## config.mk

```make
export PLATFORM = sky130hd
export DESIGN_NAME = csr_uart_rx_fifo_flat
export DESIGN_NICKNAME = d
export VERILOG_FILES = /design/src/rtl/csr_uart_rx_fifo_pkg.sv /design/src/rtl/csr_uart_rx_fifo_if.sv /design/src/rtl/csr_uart_rx_fifo_uart_rx_core.sv /design/src/rtl/csr_uart_rx_fifo.sv /design/src/flat_wrapper.sv
export SDC_FILE = /design/constraint.sdc
export NUM_CORES = 1
export LEC_CHECK = 0
export ABC_AREA = 1
export CAP_MARGIN = 20
export CORE_MARGIN = 2
export CORE_UTILIZATION = 50
export DETAILED_ROUTE_END_ITERATION = 10
export DONT_BUFFER_PORTS = 1
export HOLD_SLACK_MARGIN = 0.1
export PLACE_DENSITY = 0.66
export SLEW_MARGIN = 20
export SYNTH_ARGS = -nofsm -noshare
export SYNTH_HDL_FRONTEND = slang
export SYNTH_SLANG_ARGS = --single-unit
```

## constraint.sdc

```tcl
create_clock -name clk -period 4.8 [get_ports clk]
set_input_delay 1.2 -clock clk [delete_from_list [all_inputs] [get_ports clk]]
set_output_delay 1.2 -clock clk [all_outputs]
set_load 0.005 [all_outputs]
```

## src/rtl/csr_uart_rx_fifo_pkg.sv

```systemverilog
// Shared definitions for the buffered UART receiver CSR block:
// CSR modify encodings, status field positions and the status packer.
package csr_uart_rx_fifo_pkg;

   typedef enum logic [2:0] {
      MOD_NONE  = 3'b000,
      MOD_WRITE = 3'b001,
      MOD_SET   = 3'b010,
      MOD_CLEAR = 3'b100
   } csr_mod_t;

   localparam int STAT_OVERRUN   = 16;
   localparam int STAT_FRAME_ERR = 17;
   localparam int STAT_IRQ_EN    = 24;

   typedef struct packed {
      logic [7:0] level;
      logic       overrun;
      logic       frame_err;
      logic       irq_en;
   } status_t;

   function automatic logic [31:0] pack_status(input status_t s);
      logic [31:0] w;
      w                 = '0;
      w[7:0]            = s.level;
      w[STAT_OVERRUN]   = s.overrun;
      w[STAT_FRAME_ERR] = s.frame_err;
      w[STAT_IRQ_EN]    = s.irq_en;
      return w;
   endfunction

endpackage

```

## src/rtl/csr_uart_rx_fifo_if.sv

```systemverilog
// CSR bus bundle between the pipeline (master) and a CSR peripheral (slave).
interface csr_uart_rx_fifo_if;
   logic        read;
   logic [2:0]  modify;
   logic [31:0] wdata;
   logic [11:0] addr;
   logic [31:0] rdata;
   logic        valid;

   modport master (output read, modify, wdata, addr, input rdata, valid);
   modport slave  (input read, modify, wdata, addr, output rdata, valid);
endinterface

```

## src/rtl/csr_uart_rx_fifo_uart_rx_core.sv

```systemverilog
// 8N1 UART receive core: 2-flop synchroniser, bit-timing down-counter and
// frame FSM. Emits a one-cycle strobe with the byte on a good stop bit, or a
// one-cycle frame_err pulse on a bad one.
//
//  state   | meaning
//  --------+-----------------------------------------------------------
//  S_IDLE  | waiting for a falling edge on the synchronised line
//  S_START | half a bit in; confirm start bit still low, else glitch
//  S_DATA  | sample one data bit per DIV cycles, LSB first
//  S_STOP  | sample stop bit; high -> strobe, low -> frame_err
//
// The synchroniser resets low and the detector stays disarmed until the line
// has been seen high, so a frame already in flight at reset release is
// ignored until the line goes idle.
module uart_rx_core
   import csr_uart_rx_fifo_pkg::*;
#(
   parameter int DIV = 868
) (
   input  logic       clk,
   input  logic       rstn,
   input  logic       rx,
   output logic [7:0] data,
   output logic       strobe,
   output logic       frame_err
);

   localparam int CW = $clog2(DIV + 1);
   localparam logic [CW-1:0] CNT_HALF = CW'(DIV / 2);
   localparam logic [CW-1:0] CNT_FULL = CW'(DIV - 1);

   typedef enum logic [1:0] {
      S_IDLE  = 2'd0,
      S_START = 2'd1,
      S_DATA  = 2'd2,
      S_STOP  = 2'd3
   } rx_state_t;

   rx_state_t     state, state_nx;
   logic [CW-1:0] cnt, cnt_nx;
   logic [2:0]    bit_idx, bit_idx_nx;
   logic [7:0]    shift, shift_nx;
   logic          rx_meta, rx_sync, armed;

   // Synchronise the asynchronous line and arm once it has been seen idle.
   always_ff @(posedge clk or negedge rstn) begin
      if (!rstn) begin
         rx_meta <= 1'b0;
         rx_sync <= 1'b0;
         armed   <= 1'b0;
      end else begin
         rx_meta <= rx;
         rx_sync <= rx_meta;
         armed   <= armed | rx_sync;
      end
   end

   // Frame state, bit timer, bit index and shift register.
   always_ff @(posedge clk or negedge rstn) begin
      if (!rstn) begin
         state   <= S_IDLE;
         cnt     <= '0;
         bit_idx <= '0;
         shift   <= '0;
      end else begin
         state   <= state_nx;
         cnt     <= cnt_nx;
         bit_idx <= bit_idx_nx;
         shift   <= shift_nx;
      end
   end

   // Next-state, timer reload and byte/error strobes.
   always_comb begin
      state_nx   = state;
      cnt_nx     = cnt;
      bit_idx_nx = bit_idx;
      shift_nx   = shift;
      strobe     = 1'b0;
      frame_err  = 1'b0;
      case (state)
         S_IDLE: begin
            if (armed && !rx_sync) begin
               state_nx = S_START;
               cnt_nx   = CNT_HALF;
            end
         end
         S_START: begin
            if (cnt == '0) begin
               if (!rx_sync) begin
                  state_nx   = S_DATA;
                  cnt_nx     = CNT_FULL;
                  bit_idx_nx = '0;
               end else begin
                  state_nx = S_IDLE;
               end
            end else begin
               cnt_nx = cnt - 1'b1;
            end
         end
         S_DATA: begin
            if (cnt == '0) begin
               shift_nx   = {rx_sync, shift[7:1]};
               cnt_nx     = CNT_FULL;
               bit_idx_nx = bit_idx + 1'b1;
               if (bit_idx == 3'd7) state_nx = S_STOP;
            end else begin
               cnt_nx = cnt - 1'b1;
            end
         end
         S_STOP: begin
            if (cnt == '0) begin
               if (rx_sync) strobe = 1'b1;
               else         frame_err = 1'b1;
               state_nx = S_IDLE;
            end else begin
               cnt_nx = cnt - 1'b1;
            end
         end
         default: state_nx = S_IDLE;
      endcase
   end

   assign data = shift;

endmodule

```

## src/rtl/csr_uart_rx_fifo.sv

```systemverilog
// Buffered 8N1 UART receiver on the CSR bus.
//   BASE_ADDR   : data CSR, read pops one byte (all ones when empty)
//   BASE_ADDR+1 : status/control {irq_en[24], frame_err[17], overrun[16], level[7:0]}
// Optional build macro UART_RX_IRQ_EN adds the irq_en control bit and a
// registered level-based interrupt; without it irq is tied low.
module csr_uart_rx_fifo
   import csr_uart_rx_fifo_pkg::*;
#(
   parameter logic [11:0] BASE_ADDR  = 12'hBC4,
   parameter int          CLOCK_RATE = 100_000_000,
   parameter int          BAUD_RATE  = 115200,
   parameter int          FIFO_AW    = 4
) (
   input  logic              clk,
   input  logic              rstn,
   csr_uart_rx_fifo_if.slave bus,
   input  logic              rx,
   output logic              irq
);

   localparam int DIV   = CLOCK_RATE / BAUD_RATE;
   localparam int DEPTH = 2 ** FIFO_AW;
   localparam logic [11:0]      STAT_ADDR = BASE_ADDR + 12'd1;
   localparam logic [FIFO_AW:0] FULL_LVL  = {1'b1, {FIFO_AW{1'b0}}};

   logic [7:0]       rx_byte;
   logic             rx_strobe, rx_ferr;
   logic [7:0]       mem [DEPTH];
   logic [FIFO_AW:0] wr_ptr, rd_ptr, level;
   logic             empty, full, data_hit, stat_hit, write_op, access;
   logic             pop, push, drop, ovr_clr, ferr_clr;
   logic             overrun, frame_err, irq_en;
   logic [31:0]      rd_val;
   status_t          status;

   uart_rx_core #(.DIV(DIV)) u_core (
      .clk       (clk),
      .rstn      (rstn),
      .rx        (rx),
      .data      (rx_byte),
      .strobe    (rx_strobe),
      .frame_err (rx_ferr)
   );

   assign level    = wr_ptr - rd_ptr;
   assign empty    = (level == '0);
   assign full     = (level == FULL_LVL);
   assign data_hit = (bus.addr == BASE_ADDR);
   assign stat_hit = (bus.addr == STAT_ADDR);
   assign write_op = (bus.modify == MOD_WRITE) || (bus.modify == MOD_SET) ||
                     (bus.modify == MOD_CLEAR);
   assign access   = bus.read || write_op;

   // A pop frees a slot in the same cycle, so a push at full still lands then.
   assign pop  = bus.read && data_hit && !empty;
   assign push = rx_strobe && (!full || pop);
   assign drop = rx_strobe && full && !pop;

   // Sticky flags clear only through write or clear ops carrying a 1.
   assign ovr_clr  = stat_hit && ((bus.modify == MOD_WRITE) || (bus.modify == MOD_CLEAR)) &&
                     bus.wdata[STAT_OVERRUN];
   assign ferr_clr = stat_hit && ((bus.modify == MOD_WRITE) || (bus.modify == MOD_CLEAR)) &&
                     bus.wdata[STAT_FRAME_ERR];

   // FIFO storage; contents need no reset since the pointers define validity.
   always_ff @(posedge clk) begin
      if (push) mem[wr_ptr[FIFO_AW-1:0]] <= rx_byte;
   end

   // FIFO pointers, one extra bit to tell full from empty.
   always_ff @(posedge clk or negedge rstn) begin
      if (!rstn) begin
         wr_ptr <= '0;
         rd_ptr <= '0;
      end else begin
         if (push) wr_ptr <= wr_ptr + 1'b1;
         if (pop)  rd_ptr <= rd_ptr + 1'b1;
      end
   end

   // Sticky error flags; a new event wins over a simultaneous clear.
   always_ff @(posedge clk or negedge rstn) begin
      if (!rstn) begin
         overrun   <= 1'b0;
         frame_err <= 1'b0;
      end else begin
         overrun   <= (overrun & ~ovr_clr) | drop;
         frame_err <= (frame_err & ~ferr_clr) | rx_ferr;
      end
   end

`ifdef UART_RX_IRQ_EN
   logic unused_wdata;
   assign unused_wdata = ^{bus.wdata[31:25], bus.wdata[23:18], bus.wdata[15:0]};

   // Interrupt enable obeys write/set/clear.
   always_ff @(posedge clk or negedge rstn) begin
      if (!rstn) begin
         irq_en <= 1'b0;
      end else if (stat_hit) begin
         if (bus.modify == MOD_WRITE)
            irq_en <= bus.wdata[STAT_IRQ_EN];
         else if ((bus.modify == MOD_SET) && bus.wdata[STAT_IRQ_EN])
            irq_en <= 1'b1;
         else if ((bus.modify == MOD_CLEAR) && bus.wdata[STAT_IRQ_EN])
            irq_en <= 1'b0;
      end
   end

   // Level interrupt, registered from the current FIFO level.
   always_ff @(posedge clk or negedge rstn) begin
      if (!rstn) irq <= 1'b0;
      else       irq <= irq_en & ~empty;
   end
`else
   logic unused_wdata;
   assign unused_wdata = ^{bus.wdata[31:18], bus.wdata[15:0]};
   assign irq_en = 1'b0;
   assign irq    = 1'b0;
`endif

   // Read value mux for the addressed CSR.
   always_comb begin
      status           = '0;
      status.level     = 8'(level);
      status.overrun   = overrun;
      status.frame_err = frame_err;
      status.irq_en    = irq_en;
      rd_val           = '0;
      if (data_hit)
         rd_val = empty ? 32'hFFFF_FFFF : {24'b0, mem[rd_ptr[FIFO_AW-1:0]]};
      else if (stat_hit)
         rd_val = pack_status(status);
   end

   // Registered response, zero unless this block was addressed.
   always_ff @(posedge clk or negedge rstn) begin
      if (!rstn) begin
         bus.rdata <= '0;
         bus.valid <= 1'b0;
      end else begin
         bus.valid <= access && (data_hit || stat_hit);
         bus.rdata <= (access && (data_hit || stat_hit)) ? rd_val : 32'h0;
      end
   end

endmodule

```

## src/flat_wrapper.sv

```systemverilog
// flat-port wrapper written by rule: the top's interface ports become plain ports
module csr_uart_rx_fifo_flat import csr_uart_rx_fifo_pkg::*;
#(
   parameter logic [11:0] BASE_ADDR  = 12'hBC4,
   parameter int          CLOCK_RATE = 100_000_000,
   parameter int          BAUD_RATE  = 115200,
   parameter int          FIFO_AW    = 4
)
  (clk, rstn, rx, irq, bus_read, bus_modify, bus_wdata, bus_addr, bus_rdata, bus_valid);
  csr_uart_rx_fifo_if bus_i ();
  input  logic clk;
  input  logic rstn;
  input  logic rx;
  output logic irq;
  input wire logic [$bits(bus_i.read)-1:0] bus_read;
  input wire logic [$bits(bus_i.modify)-1:0] bus_modify;
  input wire logic [$bits(bus_i.wdata)-1:0] bus_wdata;
  input wire logic [$bits(bus_i.addr)-1:0] bus_addr;
  output wire logic [$bits(bus_i.rdata)-1:0] bus_rdata;
  output wire logic [$bits(bus_i.valid)-1:0] bus_valid;
  assign bus_i.read = bus_read;
  assign bus_i.modify = bus_modify;
  assign bus_i.wdata = bus_wdata;
  assign bus_i.addr = bus_addr;
  assign bus_rdata = bus_i.rdata;
  assign bus_valid = bus_i.valid;
  csr_uart_rx_fifo #(.BASE_ADDR(BASE_ADDR), .CLOCK_RATE(CLOCK_RATE), .BAUD_RATE(BAUD_RATE), .FIFO_AW(FIFO_AW)) u_core (.clk(clk), .rstn(rstn), .bus(bus_i), .rx(rx), .irq(irq));
endmodule
```

==> key figures <==
Outcome
  – Outcome: completed

Floorplanning
  – # IOs: 85
  – Die Y: 133.0 um
  – Starting Density: 50.71%
  – Core area: 0.01641 mm2
  – FP Rows: 47
  – Die area: 0.01769 mm2
  – Die Wd: 133.0 um

Clock tree
  – Hold buffer count at cts: 0
  – Root Buffer: clkbuf_16
  – Skew-Pair Late Insertion Delay: 0.43 ns
  – Post-CTS Repair Setup Buffers: 0
  – CTS tree: done
  – TritonCTS buffer count: 17
  – CTS sink count: 178
  – Clock transition at path regs: 0.07 ns
  – H-tree depth: 4
  – Bufs on Longest Clock Path: 2
  – Post-CTS sizing: 0

Worst hold path
  – Min-Delay Path Class: reg -> reg
  – Worst Hold Depth: 0

STA
  – Crit share post-route: 71.23%
  – Tmin final: 3.419 ns
  – Setup-failing EPs final: 0
  – Final Max Slew Viols: 0
  – FMAX: 292.5 MHz
  – Fin Setup TNS: 0 ns
  – Setup Skew: 0.009282 ns
  – Worst rel slew slack: 29.02%
  – RSZ-0062 raised after global routing: no
  – Slew @ Worst Pin: 1.065 ns
  – Hold Vio Cnt, Final: 0

Drt
  – Drt pass-1 iters: 6
  – Via density: 5.445
  – Post-route DRC: 0
  – Via total after detailed routing: 5712
  – WL/cell: 17.55 um
  – Routed Antenna Nets: 0
  – Total wire length: 18410 um
  – Drt first-iter violations: 548

Synth
  – Sequential share of the synthesized area: 61.24%
  – Dominant cell type by area after synthesis: edfxtp_1
  – Syn Area/Cell: 9.904 um2
  – Syn. warnings: 0
  – Syn_nets: 909
  – Synth area leaders: edfxtp_1, dfrtp_1, nand2_1
  – Post-synth top area share: 46.20%
  – Post-synth ARST share: 28.09%
  – Mapped cell area: 0.008319 mm2
  – Seq cells post-synth: 178
  – Primary FF master, synth: edfxtp_1
  – Post-synthesis cell count: 840
  – Distinct cell type count after synthesis: 42
  – Post-synth EDFFs: 128

Flow run
  – Max_cap viols: 0

Worst setup path
  – CP Buf/Inv Count: 1
  – Reg2reg path depth: 9
  – CP Depth: 9
  – CP delay by family, top: simple AND/OR/NAND/NOR gates
  – Most numerous cell on the critical path: nand2_1
  – CP max stage cell: nor2_1
  – Req. time, crit path: 4.86 ns
  – CP Cell Sequence: clkinv_1 -> ha_1 -> a21oi_1 -> nand2_1 -> nand2_1 -> nand2_1 -> nand3_4 -> nand2_1 -> nor2_1
  – Crit Path Category: reg -> reg
  – Startpoint types: flip-flop
  – Worst reg2reg setup slack: 1.38 ns
  – Crit-path max cell delay: 0.67 ns
  – Worst path arrival time: 3.48 ns
  – Worst-path fanout max: 14
  – Setup crit end kind: flip-flop

Final layout
  – # diodes: 0
  – Layout Cells excl Fill: 1049
  – Final core occ: 54.81%
  – Area growth from synthesis to layout: 8.091%
  – Number of nets in the layout: 885
  – Layout cells sized above 1: 8.203%

GRT
  – Number of global-route vias before repair: 5515
  – First-pass GRT wire length: 28820 um
  – Initial antenna violation count: 0
  – GRT Overall Usage: 21.44%
  – Grt ovf: 0
  – Largest net degree at the start of global routing: 73

Placement
  – Placed cell count: 1017
  – Post-detail-place hpwl: 11860 um
  – RePlAce Congestion: 0.8609
  – Buffers added on ports: 0

Power and ir drop
  – P per Cell Area: 406.5 mW/mm2
  – Pwr Total: 3.655 mW
  – Maximum vdd drop: 0.2616 mV
  – Leakage: 3.795 nW
## cells in the final DEF (no fill, tap or decap), types with 5 or more instances in the layout
master	count
bufinv_16	5
nand3_1	78
xnor2_1	6
clkbuf_16	17
nor2_2	5
inv_1	55
dfrtp_1	48
nor3_1	5
inv_2	6
o21ai_0	52
a21oi_1	6
edfxtp_1	128
nor2_1	133
o21ai_1	11
nand2_1	195
inv_6	5
ha_1	17
## stage by stage
step / hold slack [ns] / setup slack (ns) / instance area, um2
4_1_cts: 0.3508 / 1.398 / 8991
3_3_place_gp: 0.3323 / 1.497 / 8328
3_5_place_dp: 0.3347 / 1.424 / 8328
2_1_floorplan: 0.3312 / 2.251 / 8319
6_report: 0.3488 / 1.381 / 8992
5_1_grt: 0.3551 / 1.157 / 8992
## metal layers
layer	up-vias	track usage, %	share of wire [%]
li1	2725	-	-
met1	2762	28.10	42
met2	195	35.64	50
met3	30	4.789	5.9
met4	0	7.049	2.4
met5	-	0	0
## flip-flops by register name, summed over array words and instances (netlist names), 3 cells and up, named ones only
signal and cells:
u_core.mem 128, u_core.bus.rdata 11, u_core.u_core.cnt 10, u_core.u_core.data 8, u_core.rd_ptr 5, u_core.wr_ptr 5
u_core.u_core.bit_idx 3
## synthesized netlist by cell type (2+ instances only)
| master | instances |
|---|---|
| o21ai_0 | 52 |
| o22ai_1 | 3 |
| clkbuf_1 | 3 |
| nand2_2 | 3 |
| buf_2 | 19 |
| nand3_1 | 78 |
| inv_2 | 6 |
| o21ai_1 | 11 |
| nand2_4 | 3 |
| ha_1 | 17 |
| a21oi_1 | 6 |
| nor3_1 | 5 |
| nor2_2 | 5 |
| xor2_1 | 3 |
| clkinv_1 | 3 |
| dfrtp_1 | 50 |
| o211ai_1 | 4 |
| nor2_1 | 133 |
| o21ai_2 | 2 |
| inv_1 | 55 |
| nand3b_1 | 4 |
| edfxtp_1 | 128 |
| buf_4 | 23 |
| xnor2_1 | 6 |
| nand2_1 | 195 |
| nor2_4 | 4 |
| nand3_2 | 4 |
## cell families after synthesis
kind of cell	count (synthesis)	synth area share [%]
xor gates and xnor gates	9	0.9476
buffers and inverters	110	6.377
adders and majority gates	18	2.797
and+or+nand+nor	441	23.21
other	1	0.04508
AOI/OAI and AO/OA	83	5.385
DFF	178	61.24
## path summary, 6_finish.rpt
| kind | start | end |
|---|---|---|
| worst max register to register | u_core.rd_ptr[3]$_DFFE_PN0P_ | u_core.mem[11][5]$_DFFE_PP_ |
| max in group asynchronous | rstn | u_core.u_core.data[2]$_DFFE_PN0P_ |
| worst min register to register | u_core.u_core.rx_meta$_DFF_PN0_ | u_core.u_core.rx_sync$_DFF_PN0_ |
| min in group asynchronous | rstn | u_core.bus.rdata[17]$_DFF_PN0_ |
| worst min-delay path | u_core.u_core.rx_meta$_DFF_PN0_ | u_core.u_core.rx_sync$_DFF_PN0_ |
| worst max-delay path | u_core.rd_ptr[3]$_DFFE_PN0P_ | u_core.mem[11][5]$_DFFE_PP_ |
## layout make-up
cell class / instances / area (um2)
Timing Repair Buffer: 3 / 22.52
Clock inverter: 14 / 224.0
Fill cell: 1371 / 7415
Tap cell: 220 / 275.3
Clock buffer: 18 / 439.2
Sequential cell: 178 / 5097
Inverter: 64 / 240.2
Multi-Input combinational cell: 552 / 2694
## power breakdown
| part | switching (mW) | internal (mW) |
|---|---|---|
| clock | 0.596 | 0.947 |
| combinational | 0.249 | 0.128 |
| sequential | 0.0534 | 1.68 |
(Power assumes the default switching activity.)
